`config.mk`:
```
export PLATFORM = sky130hd
export DESIGN_NAME = sh_chain_reader
export DESIGN_NICKNAME = d
export VERILOG_FILES = /design/src/rtl/qlf_k6n10f_sh_pkg.sv /design/src/rtl/sh_chain_deser.sv /design/src/rtl/sh_chain_reader.sv
export SDC_FILE = /design/constraint.sdc
export NUM_CORES = 1
export LEC_CHECK = 0
export ABC_AREA = 0
export BUFFER_PORTS_ARGS = -buffer_cell sky130_fd_sc_hd__buf_4
export CAP_MARGIN = 0
export CORE_ASPECT_RATIO = 1.25
export CORE_MARGIN = 5
export CORE_UTILIZATION = 41
export DETAILED_ROUTE_END_ITERATION = 10
export PLACE_DENSITY = 0.55
export SYNTH_ARGS = -nofsm -noshare
export SYNTH_HDL_FRONTEND = slang
export SYNTH_SLANG_ARGS = --single-unit
```
`constraint.sdc`:
```
create_clock -name C -period 2.6 [get_ports C]
set_input_delay 0.39 -clock C [delete_from_list [all_inputs] [get_ports C]]
set_output_delay 0.39 -clock C [all_outputs]
set_load 0.05 [all_outputs]
```
`src/rtl/qlf_k6n10f_sh_pkg.sv`:
```
`default_nettype none
// +--------------------------------------------------------------------------+
// | qlf_k6n10f_sh_pkg : shared types and sizing helpers for the sh chain IP  |
// | Revision: 1.0                                                            |
// +--------------------------------------------------------------------------+
package qlf_k6n10f_sh_pkg;

    typedef enum logic [1:0] {
        ST_IDLE  = 2'd0,
        ST_SHIFT = 2'd1,
        ST_STALL = 2'd2,
        ST_FLUSH = 2'd3
    } sh_state_e;

    // Bits needed to hold any value in 0..max_val (at least one bit).
    function automatic int sh_cnt_width(input int max_val);
        return (max_val < 2) ? 1 : $clog2(max_val + 1);
    endfunction

    function automatic int sh_word_count(input int chain_len, input int word_w);
        return (chain_len + word_w - 1) / word_w;
    endfunction

    localparam int SH_DEF_NUM_WORDS = sh_word_count(64, 8);

endpackage
`default_nettype wire

```
`src/rtl/sh_chain_deser.sv`:
```
`default_nettype none
// +--------------------------------------------------------------------------+
// | sh_chain_deser : LSB-first bit assembler with zero-padded partial words  |
// | Revision: 1.0                                                            |
// +--------------------------------------------------------------------------+
module sh_chain_deser
    import qlf_k6n10f_sh_pkg::*;
#(
    parameter int WORD_W = 8
) (
    input  logic              clk,
    input  logic              rst,
    input  logic              clr,
    input  logic              cap,
    input  logic              end_word,
    input  logic              so,
    output logic [WORD_W-1:0] word,
    output logic              full
);

    localparam int            BW       = sh_cnt_width(WORD_W - 1);
    localparam logic [BW-1:0] LAST_IDX = BW'(WORD_W - 1);

    logic [WORD_W-1:0] r_asm;
    logic [BW-1:0]     r_bit_cnt;
    logic [WORD_W-1:0] w_low_mask;
    logic [WORD_W-1:0] w_merged;

    // Bits at and above the current index are forced to zero, which pads a short last word.
    always_comb begin
        w_low_mask = (WORD_W'(1) << r_bit_cnt) - WORD_W'(1);
        w_merged   = (r_asm & w_low_mask) | (WORD_W'(so) << r_bit_cnt);
    end

    assign word = cap ? w_merged : r_asm;
    assign full = (r_bit_cnt == LAST_IDX);

    always_ff @(posedge clk) begin
        if (rst || clr) begin
            r_asm     <= '0;
            r_bit_cnt <= '0;
        end else if (cap) begin
            r_asm     <= w_merged;
            r_bit_cnt <= end_word ? '0 : r_bit_cnt + BW'(1);
        end
    end

endmodule
`default_nettype wire

```
`src/rtl/sh_chain_reader.sv`:
```
`default_nettype none
// +--------------------------------------------------------------------------+
// | sh_chain_reader : serial readback of an sh_dff chain onto a word stream  |
// | Option macro SH_CHAIN_RECIRC_EN: recirculate bits for non-destructive rd |
// | Revision: 1.0                                                            |
// +--------------------------------------------------------------------------+
module sh_chain_reader
    import qlf_k6n10f_sh_pkg::*;
#(
    parameter int CHAIN_LEN = 64,
    parameter int WORD_W    = 8
) (
    input  logic              C,
    input  logic              R,
    input  logic              start,
    output logic              busy,
    output logic              done,
    input  logic              chain_so,
    output logic              chain_shift,
    output logic              chain_si,
    output logic [WORD_W-1:0] word_data,
    output logic              word_valid,
    input  logic              word_ready,
    output logic              word_last
);

    localparam int            TW       = sh_cnt_width(CHAIN_LEN);
    localparam logic [TW-1:0] LAST_BIT = TW'(CHAIN_LEN - 1);
    localparam logic [TW-1:0] ALL_BITS = TW'(CHAIN_LEN);

    sh_state_e         r_state;
    sh_state_e         w_next;
    logic [TW-1:0]     r_total;
    logic [WORD_W-1:0] r_data;
    logic              r_valid;
    logic              r_last;
    logic              r_done;

    logic              w_hs;
    logic              w_room;
    logic              w_last_bit;
    logic              w_full;
    logic              w_word_end;
    logic              w_shifting;
    logic              w_load_shift;
    logic              w_load_stall;
    logic              w_clr;
    logic [WORD_W-1:0] w_word;

    assign w_hs         = r_valid & word_ready;
    assign w_room       = ~r_valid | word_ready;
    assign w_last_bit   = (r_total == LAST_BIT);
    assign w_word_end   = w_full | w_last_bit;
    assign w_shifting   = (r_state == ST_SHIFT);
    assign w_load_shift = w_shifting & w_word_end & w_room;
    assign w_load_stall = (r_state == ST_STALL) & w_hs;
    assign w_clr        = w_load_shift | w_load_stall | (r_state == ST_IDLE);

    sh_chain_deser #(
        .WORD_W (WORD_W)
    ) u_deser (
        .clk      (C),
        .rst      (R),
        .clr      (w_clr),
        .cap      (w_shifting),
        .end_word (w_word_end),
        .so       (chain_so),
        .word     (w_word),
        .full     (w_full)
    );

    always_ff @(posedge C) begin
        if (R) begin
            r_state <= ST_IDLE;
        end else begin
            r_state <= w_next;
        end
    end

    always_comb begin
        w_next = r_state;
        case (r_state)
            ST_IDLE:  if (start) w_next = ST_SHIFT;
            ST_SHIFT: begin
                if (w_word_end) begin
                    if (!w_room)         w_next = ST_STALL;
                    else if (w_last_bit) w_next = ST_FLUSH;
                end
            end
            ST_STALL: if (w_hs) w_next = (r_total == ALL_BITS) ? ST_FLUSH : ST_SHIFT;
            ST_FLUSH: if (w_hs) w_next = ST_IDLE;
            default:  w_next = ST_IDLE;
        endcase
    end

    always_ff @(posedge C) begin
        if (R) begin
            r_total <= '0;
            r_data  <= '0;
            r_valid <= 1'b0;
            r_last  <= 1'b0;
            r_done  <= 1'b0;
        end else begin
            r_done <= (r_state == ST_FLUSH) & w_hs;
            if (r_state == ST_IDLE && start) begin
                r_total <= '0;
            end else if (w_shifting) begin
                r_total <= r_total + TW'(1);
            end
            if (w_load_shift || w_load_stall) begin
                r_data  <= w_word;
                r_valid <= 1'b1;
                r_last  <= w_load_shift ? w_last_bit : (r_total == ALL_BITS);
            end else if (w_hs) begin
                r_valid <= 1'b0;
                r_last  <= 1'b0;
            end
        end
    end

    // Reset takes precedence over the cell enable so a reset cycle never moves the chain.
    always_comb begin
        chain_shift = w_shifting & ~R;
        chain_si    = 1'b0;
`ifdef SH_CHAIN_RECIRC_EN
        chain_si    = w_shifting & ~R & chain_so;
`else
        chain_si    = 1'b0;
`endif
        busy        = (r_state != ST_IDLE) | r_done;
        done        = r_done;
        word_data   = r_data;
        word_valid  = r_valid;
        word_last   = r_last;
    end

endmodule
`default_nettype wire

```
==> flow_summary_export.csv, run 1 <==
group,metric,value,unit
run_status,outcome,"finished, final reports clean",
synthesis,yosys.area_share.adder,6.93,%
synthesis,yosys-top-cells-area,"sky130_fd_sc_hd__dfxtp_1 34%, sky130_fd_sc_hd__ha_1 6.9%, sky130_fd_sc_hd__a211oi_1 5.0%",
worst_hold_path,hp-class,"in2reg",
clocking,clock_sink_count,31,
sta,timing.slew.headroom,41.5,%
critical_path,criticalPathCategory,"reg2reg",
synthesis,netlist-cell-type-count,56,
route,route.vias.total,1549,
power_and_ir_drop,switching_portion_of_total_power,26.1,%
clocking,cts_resized,0,
route,detail_route.vias_per_cell,5.63,
route,routed-wl-met3,128,um
synthesis,synth.mux.area_fraction,0.554,%
global_routing,aggregate_global_route_resource_usage,15.4,%
route,route.detailed.wl_per_inst,15.8,um
power_and_ir_drop,intPower,0.690,mW
route,met2_wirelength,2370,um
place,post_dp_cell_area,1920,sq um
layout,post-route-util,46.4,%
floorplan,die_w,69.4,um
sta,grt_setup_unrepaired,"false",
power_and_ir_drop,leakagePower,0.740,nW
synthesis,synth_top_family_by_area,"compound AO/OA/AOI/OAI gates",
place,placed_cells,267,
sta,maxSlewViolCount,0,
floorplan,core_area,4320,sq um
global_routing,maximum_number_of_pins_on_one_net_before_global_route_repair,19,
floorplan,floorplan.initialDensity,41.8,%
global_routing,grt_antenna_before_repair,0,
synthesis,synthTopCellsByCount,"31 x sky130_fd_sc_hd__dfxtp_1, 24 x sky130_fd_sc_hd__nor2_1, 19 x sky130_fd_sc_hd__nand2_1, 12 x sky130_fd_sc_hd__a211oi_1",
power_and_ir_drop,total_power,0.934,mW
synthesis,post_synth_net_total,219,
route,detail_route.iter0.violations,94,
route,wl_met1,1720,um
job,drv.max_cap_violation_count,0,
synthesis,avgSynthCellArea,8.86,sq um
layout,n_antenna_cell,0,
global_routing,grt_pass1_wl,7250,um
sta,timing.hold.ws,0.412,ns
place,i_o_buffers,17,
sta,report.final.setup_viol,0,
place,place_congestion,0.899,
synthesis,synth-seq-cells,31,
route,ant_nets,0,
clocking,post_cts.repair.setup_buffers,0,
route,firstDrtPassIters,4,
power_and_ir_drop,pwr-share-clk,39.0,%
sta,setup_slack,0.145,ns
layout,finalInstanceArea,2000,sq um
clocking,hold_buffers,0,
power_and_ir_drop,power_frac_seq,51.7,%
power_and_ir_drop,switching_power,0.244,mW
sta,final.period_utilization,94.4,%
power_and_ir_drop,worst_ir_drop_vdd,0.327,mV
synthesis,synthesis.area,1810,sq um
route,remaining_drc_errors,0,
synthesis,synth-xor-area-share,3.39,%
synthesis,compound_cell_area_share_of_the_yosys_netlist,23.5,%
synthesis,post-synth-top-count-cell,"sky130_fd_sc_hd__dfxtp_1",
critical_path,crit_path_end_kind,"register",
clocking,cts-buffers-inserted,5,
sta,tightestPinTransition,0.874,ns
synthesis,ys.flop_type,"sky130_fd_sc_hd__dfxtp_1",
power_and_ir_drop,cellPowerDensity,466,nW/um^2
layout,final_net_count,231,
critical_path,critical_path.max_fanout,9,
synthesis,yosys_top_cell_by_area,"sky130_fd_sc_hd__dfxtp_1",
sta,worst_clock_skew,0.00315,ns
clocking,clock_latency,0.28,ns
synthesis,syn_inst,204,
clocking,cts-root-to-sink-buffers,2,
place,dp_worst_setup_slack,0.294,ns
critical_path,startpoint_type,"register",
floorplan,core.rowCount,27,
route,wl,4340,um
critical_path,cp.arrival,2.62,ns
synthesis,synth_simple_gate_area_share,23.3,%
critical_path,critical_path_required,2.76,ns
layout,layout_overhead_on_the_synthesized_area,10.9,%
clocking,tritoncts,"done",
synthesis,synthArstFlopShare,0,%
route,routed.top_layer,"met4",
layout,layoutNonFillerInstCount,275,
sta,layout_min_cycle_time,2.45,ns
floorplan,io_pins,19,
clocking,maximum_level_of_the_cts_h_tree,2,
synthesis,synth.yosys.warnings,0,
floorplan,height_of_the_die,84.2,um
sta,finalSetupTns,0,ns
floorplan,die_area,5840,sq um
global_routing,grt.overflow.total,0,
sta,final_hold_viol_count,0,
layout,drive_gt1_share,18.9,%
power_and_ir_drop,share_comb_of_total_power,9.2,%
synthesis,post-synth-top-area-fraction,34.3,%
place,dp_hpwl,3190,um
clocking,clockRootBuffer,"sky130_fd_sc_hd__clkbuf_8",
clocking,worst_setup_hold_path_clk_slew,0.07,ns
synthesis,synth-seq-area-share,34.3,%
global_routing,vias_in_the_first_global_route,1603,
sta,fmaxAchievable,0.407,GHz
synthesis,number_of_enable_flip_flop_cells_after_synthesis,0,
-- cells by family (layout without fill, tap and decap cells) --
kind of cell | Yosys count | after routing
other cells | 1 | 1
xor+xnor | 7 | 7
buf+inv | 23 | 36
compound gates | 55 | 55
fa+ha+maj | 10 | 10
simple gates | 76 | 76
flops | 31 | 31
mux | 1 | 1
-- per-layer routing --
layer	global-route usage, %	vias to the layer above
li1	-	757
met1	15.2	756
met2	29.0	25
met3	3.83	11
met4	8.35	0
met5	0	-
-- cell usage in the layout, fill, tap and decap left out, types with 4 or more instances in the layout --
cell,Yosys,routed
sky130_fd_sc_hd__dfxtp_1,31,31
sky130_fd_sc_hd__a211oi_1,12,12
sky130_fd_sc_hd__a22oi_1,4,4
sky130_fd_sc_hd__a21oi_1,10,10
sky130_fd_sc_hd__xor2_1,4,4
sky130_fd_sc_hd__ha_1,10,10
sky130_fd_sc_hd__or3_1,5,5
sky130_fd_sc_hd__nor2_1,24,24
sky130_fd_sc_hd__nand2_1,19,19
sky130_fd_sc_hd__buf_4,2,20
sky130_fd_sc_hd__nand3_1,5,5
sky130_fd_sc_hd__clkbuf_8,0,5
sky130_fd_sc_hd__inv_1,8,8
-- power groups by stage --
stage	Clock [mW]	Sequential, mW	Combinational (mW)
after global placement	0	0.493	0.0848
after CTS	0.377	0.483	0.0862
after detailed placement	0	0.494	0.0862
after global routing	0.397	0.483	0.0947
final	0.365	0.483	0.0860
after floorplan	0	0.493	0.0679
-- layout make-up --
class                           instances  area, sq um
Clock buffer                            5         68.8
Inverter                                8         30.0
Clock inverter                          3         15.0
Tap cell                               58         72.6
Timing Repair Buffer                   20          150
Multi-Input combinational cell        150         1050
Sequential cell                        31          621
Fill cell                             457         2320
-- path summary, 6_finish.rpt --
path,end,cells past startpoint,slack [ns],startpoint
worst min register to register,r_total[1],2,0.50,r_total[1]
worst max register to register,word_data[6],8,0.15,u_deser.r_bit_cnt[0]
worst min-delay path,word_data[0],2,0.41,R
worst max-delay path,word_data[6],8,0.15,u_deser.r_bit_cnt[0]
-- critical path, cell delays in order (launching register included) --
cell and delay [ns]:
sky130_fd_sc_hd__dfxtp_1 0.49, sky130_fd_sc_hd__inv_1 0.19, sky130_fd_sc_hd__ha_1 0.36, sky130_fd_sc_hd__nand2_1 0.11, sky130_fd_sc_hd__ha_1 0.20, sky130_fd_sc_hd__nor4b_1 0.41
sky130_fd_sc_hd__o22ai_1 0.18, sky130_fd_sc_hd__a22oi_1 0.28, sky130_fd_sc_hd__a211oi_1 0.11
-- state kept, by name, summed over array words and instances (netlist names) --
name	count
done	1
r_state	2
r_total	7
u_deser.r_asm	8
u_deser.r_bit_cnt	3
word_data	8
word_last	1
word_valid	1
No activity file was read; power rests on OpenSTA's default activity.
==> run 2: changes to the inputs <==
--- a/config.mk
+++ b/config.mk
@@ -7,12 +7,12 @@
 export LEC_CHECK = 0
 export ABC_AREA = 0
 export BUFFER_PORTS_ARGS = -buffer_cell sky130_fd_sc_hd__buf_4
-export CAP_MARGIN = 0
 export CORE_ASPECT_RATIO = 1.25
 export CORE_MARGIN = 5
 export CORE_UTILIZATION = 41
 export DETAILED_ROUTE_END_ITERATION = 10
 export PLACE_DENSITY = 0.55
+export REMOVE_ABC_BUFFERS = 1
 export SYNTH_ARGS = -nofsm -noshare
 export SYNTH_HDL_FRONTEND = slang
 export SYNTH_SLANG_ARGS = --single-unit
==> run 2 against run 1 <==
  * Total power rose by 14%
  * Largest cell class unchanged
  * Sequential share of layout area fell by 0.62 points
  * Register-to-register slack improved by 0.16 ns
==> flow_summary_export.csv, run 2 (synthesis gave the netlist of run 1 again) <==
group,metric,value,unit
sta,fmaxAchievable,0.435,GHz
route,ant_nets,0,
route,detail_route.iter0.violations,142,
job,drv.max_cap_violation_count,0,
place,dp_worst_setup_slack,0.317,ns
critical_path,startpoint_type,"register",
sta,final.period_utilization,88.4,%
place,dp_hpwl,3100,um
layout,layout_common_cells,"31 x sky130_fd_sc_hd__dfxtp_1, 24 x sky130_fd_sc_hd__nor2_1, 21 x sky130_fd_sc_hd__buf_4, 19 x sky130_fd_sc_hd__nand2_1, 12 x sky130_fd_sc_hd__a211oi_1",
floorplan,die_area,5840,sq um
power_and_ir_drop,leakagePower,0.760,nW
place,i_o_buffers,17,
route,route.vias.total,1548,
floorplan,core_area,4320,sq um
critical_path,critical_path.max_fanout,9,
critical_path,cp.arrival,2.49,ns
global_routing,grt.overflow.total,0,
layout,final_net_count,232,
clocking,cts-root-to-sink-buffers,2,
global_routing,grt_pass1_wl,7360,um
layout,layoutNonFillerInstCount,276,
clocking,post_cts.repair.setup_buffers,0,
sta,worst_clock_skew,0.00540,ns
layout,multi_input_area,1050,sq um
sta,tightestPinTransition,0.931,ns
floorplan,core.rowCount,27,
clocking,tritoncts,"done",
critical_path,reg2reg_slack,0.30,ns
run_status,outcome,"finished, final reports clean",
place,placed_cells,268,
layout,n_antenna_cell,0,
worst_hold_path,hp-class,"in2reg",
clocking,worst_setup_hold_path_clk_slew,0.07,ns
critical_path,worst_setup_path_startpoint,"u_deser.r_bit_cnt[0]",
sta,final_hold_viol_count,0,
power_and_ir_drop,worst_ir_drop_vdd,0.296,mV
place,place_congestion,0.920,
clocking,hold_buffers,0,
floorplan,die_w,69.4,um
sta,finalSetupTns,0,ns
layout,fill_cells,443,
route,firstDrtPassIters,4,
clocking,maximum_level_of_the_cts_h_tree,2,
route,wl,4310,um
sta,layout_min_cycle_time,2.30,ns
floorplan,floorplan.initialDensity,41.8,%
sta,report.final.setup_viol,0,
power_and_ir_drop,cellPowerDensity,518,nW/um^2
clocking,clock_latency,0.28,ns
global_routing,vias_in_the_first_global_route,1524,
global_routing,maximum_number_of_pins_on_one_net_before_global_route_repair,17,
clocking,cts_resized,0,
floorplan,io_pins,19,
layout,layout_overhead_on_the_synthesized_area,13.2,%
sta,setup_slack,0.301,ns
critical_path,criticalPathCategory,"reg2reg",
sta,timing.slew.headroom,37.7,%
route,detail_route.vias_per_cell,5.61,
sta,maxSlewViolCount,0,
layout,mostFrequentLayoutCell,"sky130_fd_sc_hd__dfxtp_1",
clocking,clock_sink_count,31,
route,remaining_drc_errors,0,
sta,timing.hold.ws,0.421,ns
clocking,clockRootBuffer,"sky130_fd_sc_hd__clkbuf_8",
floorplan,height_of_the_die,84.2,um
critical_path,critical_path.reg2reg.startpoint,"u_deser.r_bit_cnt[0]",
critical_path,crit_path_end_kind,"register",
global_routing,grt_antenna_before_repair,0,
route,route.detailed.wl_per_inst,15.6,um
layout,register_area,621,sq um
clocking,cts-buffers-inserted,5,
sta,grt_setup_unrepaired,"false",
layout,drive_gt1_share,19.3,%
critical_path,critical_path_required,2.79,ns
global_routing,aggregate_global_route_resource_usage,15.5,%
worst_hold_path,min_from,"R",
-- run 2: layout make-up --
type | instances | area share [%]
Timing Repair Buffer | 21 | 7.71
Sequential cell | 31 | 30.3
Multi-Input combinational cell | 150 | 51.2
Inverter | 8 | 1.47
Clock buffer | 6 | 4.04
Tap cell | 58 | 3.55
Clock inverter | 2 | 1.71
-- run 2: through the flow --
step	total power, mW	instance area [sq um]	utilization (%)
global placement	0.579	1930	44.6
CTS	1.08	2050	47.3
floorplan	0.548	1700	-
detailed placement	0.580	1930	44.6
global route	1.12	2050	47.3
finish	1.06	2050	47.3
-- run 2: worst paths after layout --
kind / cells after the start / to
worst max-delay path: 8 / word_data[6]
worst min-delay path: 2 / word_data[1]
worst max register to register: 8 / word_data[6]
worst min register to register: 2 / r_total[0]
-- run 2: where the power goes --
part           total, mW  internal (mW)  switching [mW]
sequential         0.483          0.478         0.00485
clock              0.491          0.310           0.181
combinational     0.0866         0.0289          0.0578
-- run 2: worst max-delay path: stages (launching register included) --
cell and delay, ns:
sky130_fd_sc_hd__dfxtp_1 0.49, sky130_fd_sc_hd__inv_1 0.17, sky130_fd_sc_hd__ha_1 0.35, sky130_fd_sc_hd__nand2_1 0.12, sky130_fd_sc_hd__ha_1 0.21, sky130_fd_sc_hd__or3b_1 0.38, sky130_fd_sc_hd__o21ai_1 0.15, sky130_fd_sc_hd__a22oi_1 0.09
sky130_fd_sc_hd__a211oi_1 0.25
-- run 2: per-layer routing --
layer	share of wire, %	vias up	global-route usage, %
met2	51	35	26.9
met4	2.4	0	7.28
met3	3.7	8	4.07
met1	43	741	17.6
li1	-	764	-
met5	0	-	0
